$ cat config.mk
export PLATFORM = sky130hd
export DESIGN_NAME = byte2parallel_rgb888
export DESIGN_NICKNAME = d
export VERILOG_FILES = /design/src/rtl/byte2parallel_rgb888_pkg.sv /design/src/rtl/byte2parallel_rgb888_sync_decoder.sv /design/src/rtl/byte2parallel_rgb888.sv
export SDC_FILE = /design/constraint.sdc
export NUM_CORES = 1
export LEC_CHECK = 0
export CAP_MARGIN = 10
export CORE_ASPECT_RATIO = 0.6
export CORE_MARGIN = 2
export CORE_UTILIZATION = 53
export CTS_CLUSTER_DIAMETER = 60
export DETAILED_ROUTE_END_ITERATION = 7
export HOLD_SLACK_MARGIN = 0.06
export PLACE_DENSITY = 0.84
export SYNTH_ARGS = -nofsm -noshare
export SYNTH_HDL_FRONTEND = slang
export SYNTH_SLANG_ARGS = --single-unit
export TNS_END_PERCENT = 30
$ cat constraint.sdc
create_clock -name byte_clk -period 5.3 [get_ports byte_clk]
set_input_delay 1.325 -clock byte_clk [delete_from_list [all_inputs] [get_ports byte_clk]]
set_output_delay 1.325 -clock byte_clk [all_outputs]
set_load 0.005 [all_outputs]
$ cat src/rtl/byte2parallel_rgb888_pkg.sv
// Shared constants for the 1-lane RGB888 byte packer and unpacker:
// DSI/CSI data-type codes and the byte-phase encoding.
package byte2parallel_rgb888_pkg;

    localparam logic [5:0] DT_VSYNC_START = 6'h01;
    localparam logic [5:0] DT_VSYNC_END   = 6'h11;
    localparam logic [5:0] DT_HSYNC_START = 6'h21;
    localparam logic [5:0] DT_HSYNC_END   = 6'h31;
    localparam logic [5:0] DT_RGB888      = 6'h3E;

    // Which colour byte of the current pixel is expected next.
    typedef enum logic [1:0] {
        PH_R = 2'd0,
        PH_G = 2'd1,
        PH_B = 2'd2
    } phase_t;

endpackage

$ cat src/rtl/byte2parallel_rgb888_sync_decoder.sv
// Turns short-packet sync events into VSYNC/HSYNC levels.
// Levels change one cycle after the sp_valid strobe; unknown types are ignored.
module dsi_sync_decoder
    import byte2parallel_rgb888_pkg::*;
(
    input  logic       byte_clk,
    input  logic       reset,
    input  logic       sp_valid,
    input  logic [5:0] pkt_dt,
    output logic       vsync,
    output logic       hsync,
    output logic       line_start
);

    // Combinational strobe so the line pixel counter can clear in the same edge.
    assign line_start = sp_valid && (pkt_dt == DT_HSYNC_START);

    // Sync level registers, set/cleared by the matching short-packet codes.
    always_ff @(posedge byte_clk or posedge reset) begin
        if (reset) begin
            vsync <= 1'b0;
            hsync <= 1'b0;
        end else if (sp_valid) begin
            case (pkt_dt)
                DT_VSYNC_START: vsync <= 1'b1;
                DT_VSYNC_END:   vsync <= 1'b0;
                DT_HSYNC_START: hsync <= 1'b1;
                DT_HSYNC_END:   hsync <= 1'b0;
                default: ;
            endcase
        end
    end

endmodule

$ cat src/rtl/byte2parallel_rgb888.sv
// Rebuilds 24-bit RGB888 pixels plus DE/VSYNC/HSYNC from a single-lane
// byte stream. Payload bytes arrive R,G,B; a pixel is emitted one cycle after
// its B byte. Handshake: byte_en is a qualifier with no backpressure; a byte is
// consumed in every cycle where byte_en is high and an accepted packet is open.
module byte2parallel_rgb888
    import byte2parallel_rgb888_pkg::*;
#(
    parameter logic [5:0] dt       = DT_RGB888,
    parameter int         H_ACTIVE = 240,
    parameter int         CNT_W    = 12
) (
    input  logic             byte_clk,
    input  logic             reset,
    input  logic             byte_en,
    input  logic [7:0]       byte_data,
    input  logic [5:0]       pkt_dt,
    input  logic             sp_valid,
    input  logic             lp_start,
    input  logic             err_clr,
    output logic [23:0]      PIXDATA,
    output logic             pix_valid,
    output logic             DE,
    output logic             VSYNC,
    output logic             HSYNC,
    output logic [CNT_W-1:0] pix_cnt,
    output logic             err_partial,
    output logic             err_overrun
);

    localparam logic [CNT_W-1:0] H_LIMIT = CNT_W'(H_ACTIVE);

    phase_t     phase, phase_nxt;
    logic       in_pkt, in_pkt_nxt;
    logic       byte_en_d;
    logic [7:0] r_q, g_q;
    logic       cap_r, cap_g, pix_fire, set_partial, set_overrun;
    logic       line_start;
    logic       accept, pkt_end;

    dsi_sync_decoder u_sync (
        .byte_clk   (byte_clk),
        .reset      (reset),
        .sp_valid   (sp_valid),
        .pkt_dt     (pkt_dt),
        .vsync      (VSYNC),
        .hsync      (HSYNC),
        .line_start (line_start)
    );

    // A short packet in the same cycle wins; the long-packet header is dropped.
    assign accept      = lp_start && !sp_valid && (pkt_dt == dt);
    assign pkt_end     = in_pkt && byte_en_d && !byte_en;
    assign set_overrun = pix_fire && (pix_cnt >= H_LIMIT);
    assign DE          = in_pkt;

    // Packet/phase state register.
    always_ff @(posedge byte_clk or posedge reset) begin
        if (reset) begin
            phase  <= PH_R;
            in_pkt <= 1'b0;
        end else begin
            phase  <= phase_nxt;
            in_pkt <= in_pkt_nxt;
        end
    end

    // Next packet/phase state and the per-byte capture strobes.
    always_comb begin
        phase_nxt   = phase;
        in_pkt_nxt  = in_pkt;
        cap_r       = 1'b0;
        cap_g       = 1'b0;
        pix_fire    = 1'b0;
        set_partial = 1'b0;
        if (accept) begin
            in_pkt_nxt  = 1'b1;
            phase_nxt   = PH_R;
            set_partial = in_pkt && (phase != PH_R);
        end else if (pkt_end) begin
            in_pkt_nxt  = 1'b0;
            phase_nxt   = PH_R;
            set_partial = (phase != PH_R);
        end else if (byte_en && in_pkt) begin
            case (phase)
                PH_R: begin
                    cap_r     = 1'b1;
                    phase_nxt = PH_G;
                end
                PH_G: begin
                    cap_g     = 1'b1;
                    phase_nxt = PH_B;
                end
                PH_B: begin
                    pix_fire  = 1'b1;
                    phase_nxt = PH_R;
                end
                default: phase_nxt = PH_R;
            endcase
        end
    end

    // Pixel datapath: byte capture, pixel output, end-of-payload detection.
    always_ff @(posedge byte_clk or posedge reset) begin
        if (reset) begin
            byte_en_d <= 1'b0;
            r_q       <= 8'h00;
            g_q       <= 8'h00;
            PIXDATA   <= 24'h000000;
            pix_valid <= 1'b0;
        end else begin
            byte_en_d <= byte_en;
            pix_valid <= pix_fire;
            if (cap_r)    r_q     <= byte_data;
            if (cap_g)    g_q     <= byte_data;
            if (pix_fire) PIXDATA <= {r_q, g_q, byte_data};
        end
    end

    // Line pixel counter, saturating; cleared at line or packet start.
    always_ff @(posedge byte_clk or posedge reset) begin
        if (reset) begin
            pix_cnt <= '0;
        end else if (accept || line_start) begin
            pix_cnt <= '0;
        end else if (pix_fire && !(&pix_cnt)) begin
            pix_cnt <= pix_cnt + 1'b1;
        end
    end

    // Sticky error flags; a new error beats a simultaneous clear.
    always_ff @(posedge byte_clk or posedge reset) begin
        if (reset) begin
            err_partial <= 1'b0;
            err_overrun <= 1'b0;
        end else begin
            err_partial <= set_partial || (err_partial && !err_clr);
            err_overrun <= set_overrun || (err_overrun && !err_clr);
        end
    end

endmodule
==> results of run 1 <==
==> through the flow <==
step / setup slack, ns / power (mW) / hold WS [ns] / instances / area, µm²
final: 1.801 / 1.081 / 0.5020 / 340 / 3511
after global routing: 1.648 / 1.140 / 0.5155 / 340 / 3511
after CTS: 1.812 / 1.091 / 0.4982 / 340 / 3511
after detailed placement: 1.462 / 0.7322 / 0.4807 / 324 / 3334
after global placement: 1.571 / 0.7221 / 0.4569 / 324 / 3334
after floorplan: 2.462 / 0.6387 / 0.4602 / 204 / 2671
==> worst reg2reg max path: cells and delay by family, from the launching register on <==
kind	cells	cell delay, ns
and+or+nand+nor	3	1.05
DFF	1	0.46
adders and majority gates	1	0.24
AOI/OAI and AO/OA	1	0.14
==> registers in the layout (all words and copies together) (netlist names) <==
name	count
PIXDATA	24
pix_cnt	12
g_q	8
r_q	8
phase	2
DE	1
byte_en_d	1
err_overrun	1
err_partial	1
pix_valid	1
u_sync.hsync	1
u_sync.vsync	1
==> cell families (layout without fill, tap and decap cells) <==
kind of cell | after synthesis | after routing | share of synthesized area [%]
fa+ha+maj | 2 | 2 | 0.9366
compound gates | 27 | 27 | 6.464
buf+inv | 16 | 89 | 2.950
flops | 61 | 61 | 57.14
simple gates | 54 | 54 | 14.15
mux | 44 | 44 | 18.36
==> cells in the final DEF, fill, tap and decap left out, drive strengths merged, types with 4 or more instances in the layout <==
master         instances
dfrtp                 61
clkdlybuf4s50         61
mux2                  40
clkbuf                10
a21oi                 10
inv                   10
nand3                  8
nand2                  8
o21ai                  7
nand3b                 5
o31ai                  5
or3                    4
nor4                   4
mux2i                  4
nand4b                 4
or4                    4
clkinv                 4
==> worst min-delay path by stage <==
| stage | startpoint | endpoint | slack, ns |
|---|---|---|---|
| 2_1_floorplan | g_q[6]$_DFFE_PP0P_ | g_q[6]$_DFFE_PP0P_ | 0.46 |
| 3_3_place_gp | u_sync.hsync$_DFFE_PP0P_ | u_sync.hsync$_DFFE_PP0P_ | 0.46 |
| 3_5_place_dp | u_sync.hsync$_DFFE_PP0P_ | u_sync.hsync$_DFFE_PP0P_ | 0.48 |
| 4_1_cts | u_sync.hsync$_DFFE_PP0P_ | u_sync.hsync$_DFFE_PP0P_ | 0.50 |
| 5_1_grt | g_q[6]$_DFFE_PP0P_ | PIXDATA[14]$_DFFE_PP0P_ | 0.52 |
| 6_report | g_q[6]$_DFFE_PP0P_ | PIXDATA[14]$_DFFE_PP0P_ | 0.50 |
==> per-layer routing <==
layer  GRT usage (%)  wire length (µm)
met1           33.13              2723
met2           31.97              2488
met3           7.506               364
met4           7.347                43
met5               0                 0
==> area by class of cell <==
class                   count  area share (%)
clock buffers              10           3.920
well taps                  63           2.245
inverters                  10           1.069
repair buffers             63           17.82
multi-input cells         127           30.36
flip-flops and latches     61           43.48
clock inverters             6           1.105
==> report_power, final <==
| part | total [mW] | leakage, nW | internal, mW | switching [mW] |
|---|---|---|---|---|
| Sequential | 0.571 | 0.818 | 0.531 | 0.0395 |
| Clock | 0.359 | 0.0880 | 0.180 | 0.179 |
| Combinational | 0.151 | 0.655 | 0.102 | 0.0493 |
==> flow_summary.json, run 1 <==
{
  "ir_drop_mv": 0.2604,
  "path_buf_inv": 2,
  "p_per_area_nw_per_um2": 307.9,
  "critical-path-top-delay-family": "compound AO/OA/AOI/OAI gates",
  "cts_hold_buf": 0,
  "period_minus_slack_ns": 3.499,
  "clk_latency_ns": 0.33,
  "core-area_um2": 4707,
  "avgSynthCellArea_um2": 13.09,
  "fin_skew_ns": 0.006887,
  "crit_end": "PIXDATA[15]$_DFFE_PP0P_",
  "hold_viol_final": 0,
  "grt-ovfl-total": 0,
  "status": "finished, final reports clean",
  "synth.yosys.warnings": 0,
  "post-cts-setup-buffers": 0,
  "antenna_found_initial": 0,
  "synth_edf_count": 0,
  "synthArstFlopShare_pct": 100.0,
  "synth-seq-cells": 61,
  "cts_sinks": 61,
  "gr-usage-all-layers_pct": 22.58,
  "nFillCells": 316,
  "die_w_um": 95.66,
  "first_iter_violations": 136,
  "drt_wl_total_um": 5620,
  "clockBufferDepth": 2,
  "r2r_end": "pix_cnt[3]$_DFFE_PP0P_",
  "fin_tns_setup_ns": 0,
  "rsz0062_at_grt": "false",
  "cp-startpoint": "sp_valid",
  "slew-limit-headroom_pct": 31.86,
  "post_cts_resized": 0,
  "ios": 62,
  "cts_buffers": 9,
  "arrival_ns": 3.71,
  "fp-row-count": 19,
  "max_freq_mhz": 285.8,
  "syn_nets": 226,
  "cts.htree.levels": 3,
  "drc": 0,
  "die_y_um": 58.99,
  "hold_class": "flip-flop to flip-flop",
  "setup_viol": 0,
  "cp.required_ns": 5.51,
  "die-area_um2": 5643,
  "synth_top_area_share_pct": 57.14,
  "grt_pass1_wl_um": 9280,
  "netlist_top_cells_count": "61 x dfrtp_1, 38 x mux2_2, 9 x a21oi_1, 9 x inv_1, 8 x nand3_1",
  "antenna_cells": 0,
  "place.gp.congestion": 0.7740,
  "layout-drive-gt1-share_pct": 25.27,
  "cts_tree": "yes",
  "rr_startpoint": "pix_cnt[0]$_DFFE_PP0P_",
  "seqCellArea_um2": 1526,
  "syn2layout_area_growth_pct": 31.43,
  "port_buffers": 61,
  "grt_pass1_vias": 1853,
  "min_period_over_period_pct": 66.02,
  "multiInputGateArea_um2": 1066,
  "yosysTopAreaCell": "dfrtp_1",
  "drt_pass1_iterations": 4,
  "yosysUniqueCellTypes": 42,
  "cp_max_fo": 21,
  "hold_path_depth": 1,
  "drtAntennaViolNets": 0,
  "synth_most_common_cell": "dfrtp_1",
  "synthFlopType": "dfrtp_1",
  "critPathKind": "input port to flip-flop",
  "maxSlewViolCount": 0,
  "setup.worst_path.start_class": "input port",
  "clk_pin_slew_ns": 0.07,
  "p_leak_nw": 1.561,
  "crit_path_top_delay_cell": "o21ai_2",
  "grt_max_degree": 62,
  "via_count": 1893,
  "slowest_delay_ns": 0.85,
  "end_kind": "flip-flop",
  "rrSetupSlack_ns": 3.33,
  "path_cells": "clkdlybuf4s50_1, nand4b_1, o21ai_2, buf_4, mux2_2",
  "syn_area_um2": 2671,
  "fin_util_pct": 74.59,
  "synthTopCellsByArea": "dfrtp_1 57%, mux2_2 16%, nor4_2 1.9%",
  "ys_seq_area_share_pct": 57.14,
  "synth_cells": 204,
  "cp.depth": 5,
  "cts_root_buf": "clkbuf_8",
  "reg2reg_depth": 5,
  "wl_per_cell_um": 16.53,
  "vias_per_cell": 5.568,
  "cap_violations": 0,
  "initial_utilization_pct": 56.75,
  "worst_pin_slew_ns": 1.022,
  "nets": 294,
  "hpwlAfterDp_um": 4028
}
(Power assumes the default switching activity.)
==> run 2, diff against run 1 <==
- CORE_UTILIZATION: 53 -> 49
- PLACE_DENSITY: 0.84 -> 0.79
- clock period: 5.3 -> 3.5 ns (I/O delays scaled with it)
==> run 2 against run 1 <==
Sequential cell count is the same. Highest routed layer unchanged. Critical path depth is the same. Final cell count grew 1.8%. Clock skew grew 0.0030 ns. Via count shrank 1.5%. Total power grew 61%.
==> flow_summary.json, run 2 (same netlist as run 1, synthesis figures left out) <==
{
  "comb_power_share_pct": 13.1,
  "antenna_found_initial": 0,
  "grt-ovfl-total": 0,
  "p_per_area_nw_per_um2": 487.9,
  "clkPwrFrac_pct": 37.2,
  "layout-drive-gt1-share_pct": 25.71,
  "drtAntennaViolNets": 0,
  "drc": 0,
  "clockBufferDepth": 2,
  "die-area_um2": 6078,
  "core-area_um2": 5155,
  "ir_drop_mv": 0.3379,
  "fp-row-count": 20,
  "syn2layout_area_growth_pct": 33.72,
  "die_y_um": 61.20,
  "worst_pin_slew_ns": 0.6291,
  "grt_max_degree": 31,
  "initial_utilization_pct": 51.82,
  "period_minus_slack_ns": 2.677,
  "min_period_over_period_pct": 76.48,
  "critPathKind": "input port to flip-flop",
  "setup.worst_path.start_class": "input port",
  "cts_tree": "yes",
  "ios": 62,
  "port_buffers": 61,
  "cts_hold_buf": 0,
  "cts.htree.levels": 3,
  "die_w_um": 99.32,
  "clk_pin_slew_ns": 0.07,
  "total_power_mw": 1.743,
  "hpwlAfterDp_um": 3957,
  "antenna_cells": 0,
  "first_iter_violations": 105,
  "fin_tns_setup_ns": 0,
  "switching_share_pct": 22.75,
  "arrival_ns": 2.89,
  "nets": 297,
  "max_freq_mhz": 373.6,
  "final_area_um2": 3572,
  "p_switching_mw": 0.3965,
  "grt_pass1_wl_um": 8990,
  "cap_violations": 0,
  "wl_per_cell_um": 16.00,
  "cp.required_ns": 3.72,
  "p_int_mw": 1.346,
  "hold_class": "flip-flop to flip-flop",
  "rsz0062_at_grt": "false",
  "cts_sinks": 61,
  "pwr-share-seq_pct": 49.6,
  "regMostFlops": "PIXDATA",
  "nFillCells": 386,
  "maxSlewViolCount": 0,
  "slew-limit-headroom_pct": 58.00,
  "post_cts_resized": 0,
  "final_cell_mix": "61 x dfrtp_1, 61 x clkdlybuf4s50_1, 38 x mux2_2",
  "drt_wl_total_um": 5536,
  "cts_root_buf": "clkbuf_8",
  "setup_viol": 0,
  "p_leak_nw": 1.591,
  "status": "finished, final reports clean",
  "holdWs_ns": 0.4940,
  "hold_viol_final": 0,
  "top_regs": "PIXDATA x24, pix_cnt x12",
  "vias_per_cell": 5.387,
  "cp_max_fo": 12,
  "place.gp.congestion": 0.8091,
  "via_count": 1864,
  "fin_skew_ns": 0.009846,
  "fin_util_pct": 69.30,
  "grt_pass1_vias": 1761,
  "end_kind": "flip-flop",
  "largest_register_ffs": 24,
  "cts_buffers": 9,
  "drt_pass1_iterations": 4,
  "dpl_cell_area_um2": 3361,
  "gr-usage-all-layers_pct": 20.25,
  "post-cts-setup-buffers": 0,
  "clk_latency_ns": 0.34
}
## run 2: cell count changes in the layout (fill, tap and decap cells not counted), sizes merged
| cell | delta |
|---|---|
| bufinv | +1 |
| clkinvlp | -1 |
| clkinv | -3 |
| clkbuf | +3 |
| buf | +3 |
## run 2: worst max-delay path, stage by stage
cell	delay [ns]
clkdlybuf4s50_1	0.49
nand4b_1	0.31
or2_1	0.43
nand2b_1	0.39
mux2_2	0.39
## run 2: cell type report
class	instances	area, µm²	area share [%]
clock inverter	3	42.54	1.191
timing repair buffer	66	648.1	18.14
multi-input combinational	127	1066	29.84
clock buffer	13	168.9	4.729
tap	66	82.58	2.312
inverter	10	37.54	1.051
sequential	61	1526	42.73
## run 2: per-layer routing
metal / up-vias / wire, µm / track usage (%)
li1: 900 / - / -
met1: 914 / 2915 / 30.16
met2: 43 / 2325 / 27.41
met3: 7 / 243 / 7.037
met4: 0 / 52 / 7.632
met5: - / 0 / 0
## run 2: per-stage QoR
stage	worst slack (ns)	instances
finish	0.8233	346
global route	0.7180	346
CTS	0.8447	346
detailed placement	0.4866	330
global placement	0.5788	330
floorplan	1.112	204
## run 2: path summary, 6_finish.rpt
kind | cells past startpoint | slack (ns) | to | start
max in group asynchronous | 3 | 1.84 | PIXDATA[12]$_DFFE_PP0P_ | reset
worst min-delay path | 2 | 0.49 | u_sync.hsync$_DFFE_PP0P_ | u_sync.hsync$_DFFE_PP0P_
worst min register to register | 2 | 0.49 | u_sync.hsync$_DFFE_PP0P_ | u_sync.hsync$_DFFE_PP0P_
min in group asynchronous | 2 | 0.94 | PIXDATA[21]$_DFFE_PP0P_ | reset
worst max-delay path | 5 | 0.82 | g_q[2]$_DFFE_PP0P_ | sp_valid
worst max register to register | 5 | 1.55 | pix_cnt[3]$_DFFE_PP0P_ | pix_cnt[0]$_DFFE_PP0P_
## run 2: power by group through the flow
stage          Sequential, mW  Clock, mW  Combinational (mW)
2_1_floorplan           0.863          0               0.104
3_3_place_gp            0.874          0               0.224
3_5_place_dp            0.877          0               0.232
4_1_cts                 0.865      0.665               0.234
5_1_grt                 0.878      0.699               0.250
6_report                0.865      0.649               0.229
==> run 3, diff against run 2 <==
- CORE_UTILIZATION: 49 -> 45
- PLACE_DENSITY: 0.79 -> 0.76
- clock period: 3.5 -> 2.2 ns (I/O delays scaled with it)
==> run 3 against run 2 <==
Die area up 8.4%. First-iteration DRC count down 35%. Critical path depth up 1. Via count up 5.5%. Clock skew down 0.0048 ns. Clock power up 88%.
==> flow_summary.json, run 3 (same netlist as run 1, synthesis figures left out) <==
{
  "hold_class": "flip-flop to flip-flop",
  "hpwlAfterDp_um": 4208,
  "top_regs": "PIXDATA x24, pix_cnt x12",
  "slew-limit-headroom_pct": 65.32,
  "p_per_area_nw_per_um2": 785.4,
  "seqCellArea_um2": 1526,
  "cts_tree": "yes",
  "antenna_cells": 0,
  "grt_pass1_vias": 1957,
  "fin_skew_ns": 0.005093,
  "hold_viol_final": 0,
  "ir_drop_mv": 0.4751,
  "final_cell_mix": "61 x dfrtp_1, 61 x clkdlybuf4s50_1, 38 x mux2_2",
  "period_minus_slack_ns": 1.963,
  "maxSlewViolCount": 0,
  "antenna_found_initial": 0,
  "cap_violations": 0,
  "drc": 0,
  "nFillCells": 442,
  "worst_pin_slew_ns": 0.5194,
  "vias_per_cell": 5.215,
  "cp_max_fo": 15,
  "end_kind": "flip-flop",
  "cts_root_buf": "clkbuf_8",
  "p_leak_nw": 1.701,
  "min_period_over_period_pct": 89.25,
  "drtAntennaViolNets": 0,
  "crit_path_top_delay_cell": "clkdlybuf4s50_1",
  "path_cells": "clkdlybuf4s50_1, nand4b_1, o21ai_2, buf_12, buf_4, mux2_2",
  "drt_pass1_iterations": 4,
  "via_count": 1966,
  "clk_pin_slew_ns": 0.07,
  "final_cells": 377,
  "clockBufferDepth": 2,
  "setup_viol": 0,
  "drt_wl_total_um": 5728,
  "cp.required_ns": 2.41,
  "critPathKind": "input port to flip-flop",
  "post-cts-setup-buffers": 0,
  "max_freq_mhz": 509.3,
  "fin_tns_setup_ns": 0,
  "grt_max_degree": 30,
  "syn2layout_area_growth_pct": 41.92,
  "status": "finished, final reports clean",
  "grt-ovfl-total": 0,
  "layout-drive-gt1-share_pct": 30.30,
  "clk_latency_ns": 0.33,
  "die_y_um": 63.68,
  "setup.worst_path.start_class": "input port",
  "arrival_ns": 2.18,
  "cts.htree.levels": 3,
  "wl_per_cell_um": 15.19,
  "regMostFlops": "PIXDATA",
  "first_iter_violations": 68,
  "rsz0062_at_grt": "false",
  "largest_register_ffs": 24,
  "place.gp.congestion": 0.7856,
  "total_power_mw": 2.978,
  "port_buffers": 61,
  "cts_sinks": 61,
  "nets": 314,
  "core-area_um2": 5649,
  "die_w_um": 103.5,
  "multiInputGateArea_um2": 1066,
  "cts_hold_buf": 0,
  "ios": 62,
  "gr-usage-all-layers_pct": 19.40,
  "post_cts_resized": 0,
  "die-area_um2": 6589,
  "initial_utilization_pct": 47.29,
  "fp-row-count": 21,
  "slowest_delay_ns": 0.48,
  "cts_buffers": 9,
  "dp_cells": 361,
  "grt_pass1_wl_um": 9646
}
==> run 3: through the flow <==
| step | instance area (µm²) | utilization [%] | setup WS [ns] | hold WS [ns] |
|---|---|---|---|---|
| 4_1_cts | 3791 | 67.11 | 0.2450 | 0.4855 |
| 5_1_grt | 3791 | 67.11 | 0.1694 | 0.5199 |
| 2_1_floorplan | 2671 | - | 0.1370 | 0.4602 |
| 3_5_place_dp | 3543 | 62.72 | -0.1016 | 0.4700 |
| 6_report | 3791 | 67.11 | 0.2366 | 0.4839 |
| 3_3_place_gp | 3543 | 62.72 | -0.03997 | 0.4666 |
==> run 3: worst paths after layout <==
| check | to | slack, ns | startpoint | cells after the start |
|---|---|---|---|---|
| worst max register to register | pix_cnt[3]$_DFFE_PP0P_ | 0.29 | pix_cnt[1]$_DFFE_PP0P_ | 5 |
| worst min-delay path | u_sync.hsync$_DFFE_PP0P_ | 0.48 | u_sync.hsync$_DFFE_PP0P_ | 2 |
| worst min register to register | u_sync.hsync$_DFFE_PP0P_ | 0.48 | u_sync.hsync$_DFFE_PP0P_ | 2 |
| min in group asynchronous | PIXDATA[6]$_DFFE_PP0P_ | 0.58 | reset | 2 |
| max in group asynchronous | PIXDATA[13]$_DFFE_PP0P_ | 1.07 | reset | 3 |
| worst max-delay path | PIXDATA[15]$_DFFE_PP0P_ | 0.24 | pkt_dt[2] | 6 |
==> run 3: where the power goes <==
part / internal [mW] / switching, mW / total, mW
sequential: 1.28 / 0.0898 / 1.37
clock: 0.781 / 0.438 / 1.22
combinational: 0.262 / 0.127 / 0.388
==> run 3: routing by layer <==
layer  up-vias  part of all wire [%]  global-route usage (%)
met5         -                     0                       0
met1       983                    51                   29.45
li1        929                     -                       -
met4         0                   1.2                   5.921
met3         8                   4.5                   5.549
met2        46                    43                   26.61
==> run 3: final cells by class <==
type / count / share of cell area [%]
flip-flops and latches: 61 / 40.26
multi-input cells: 127 / 28.12
repair buffers: 83 / 21.45
clock buffers: 10 / 3.630
clock inverters: 6 / 2.904
well taps: 80 / 2.640
inverters: 10 / 0.9901
==> run 3: critical path: cells and delay by family <==
| family | cells | cell delay (ns) |
|---|---|---|
| simple gates | 1 | 0.19 |
| buf+inv | 3 | 0.83 |
| mux | 1 | 0.35 |
| compound gates | 1 | 0.24 |
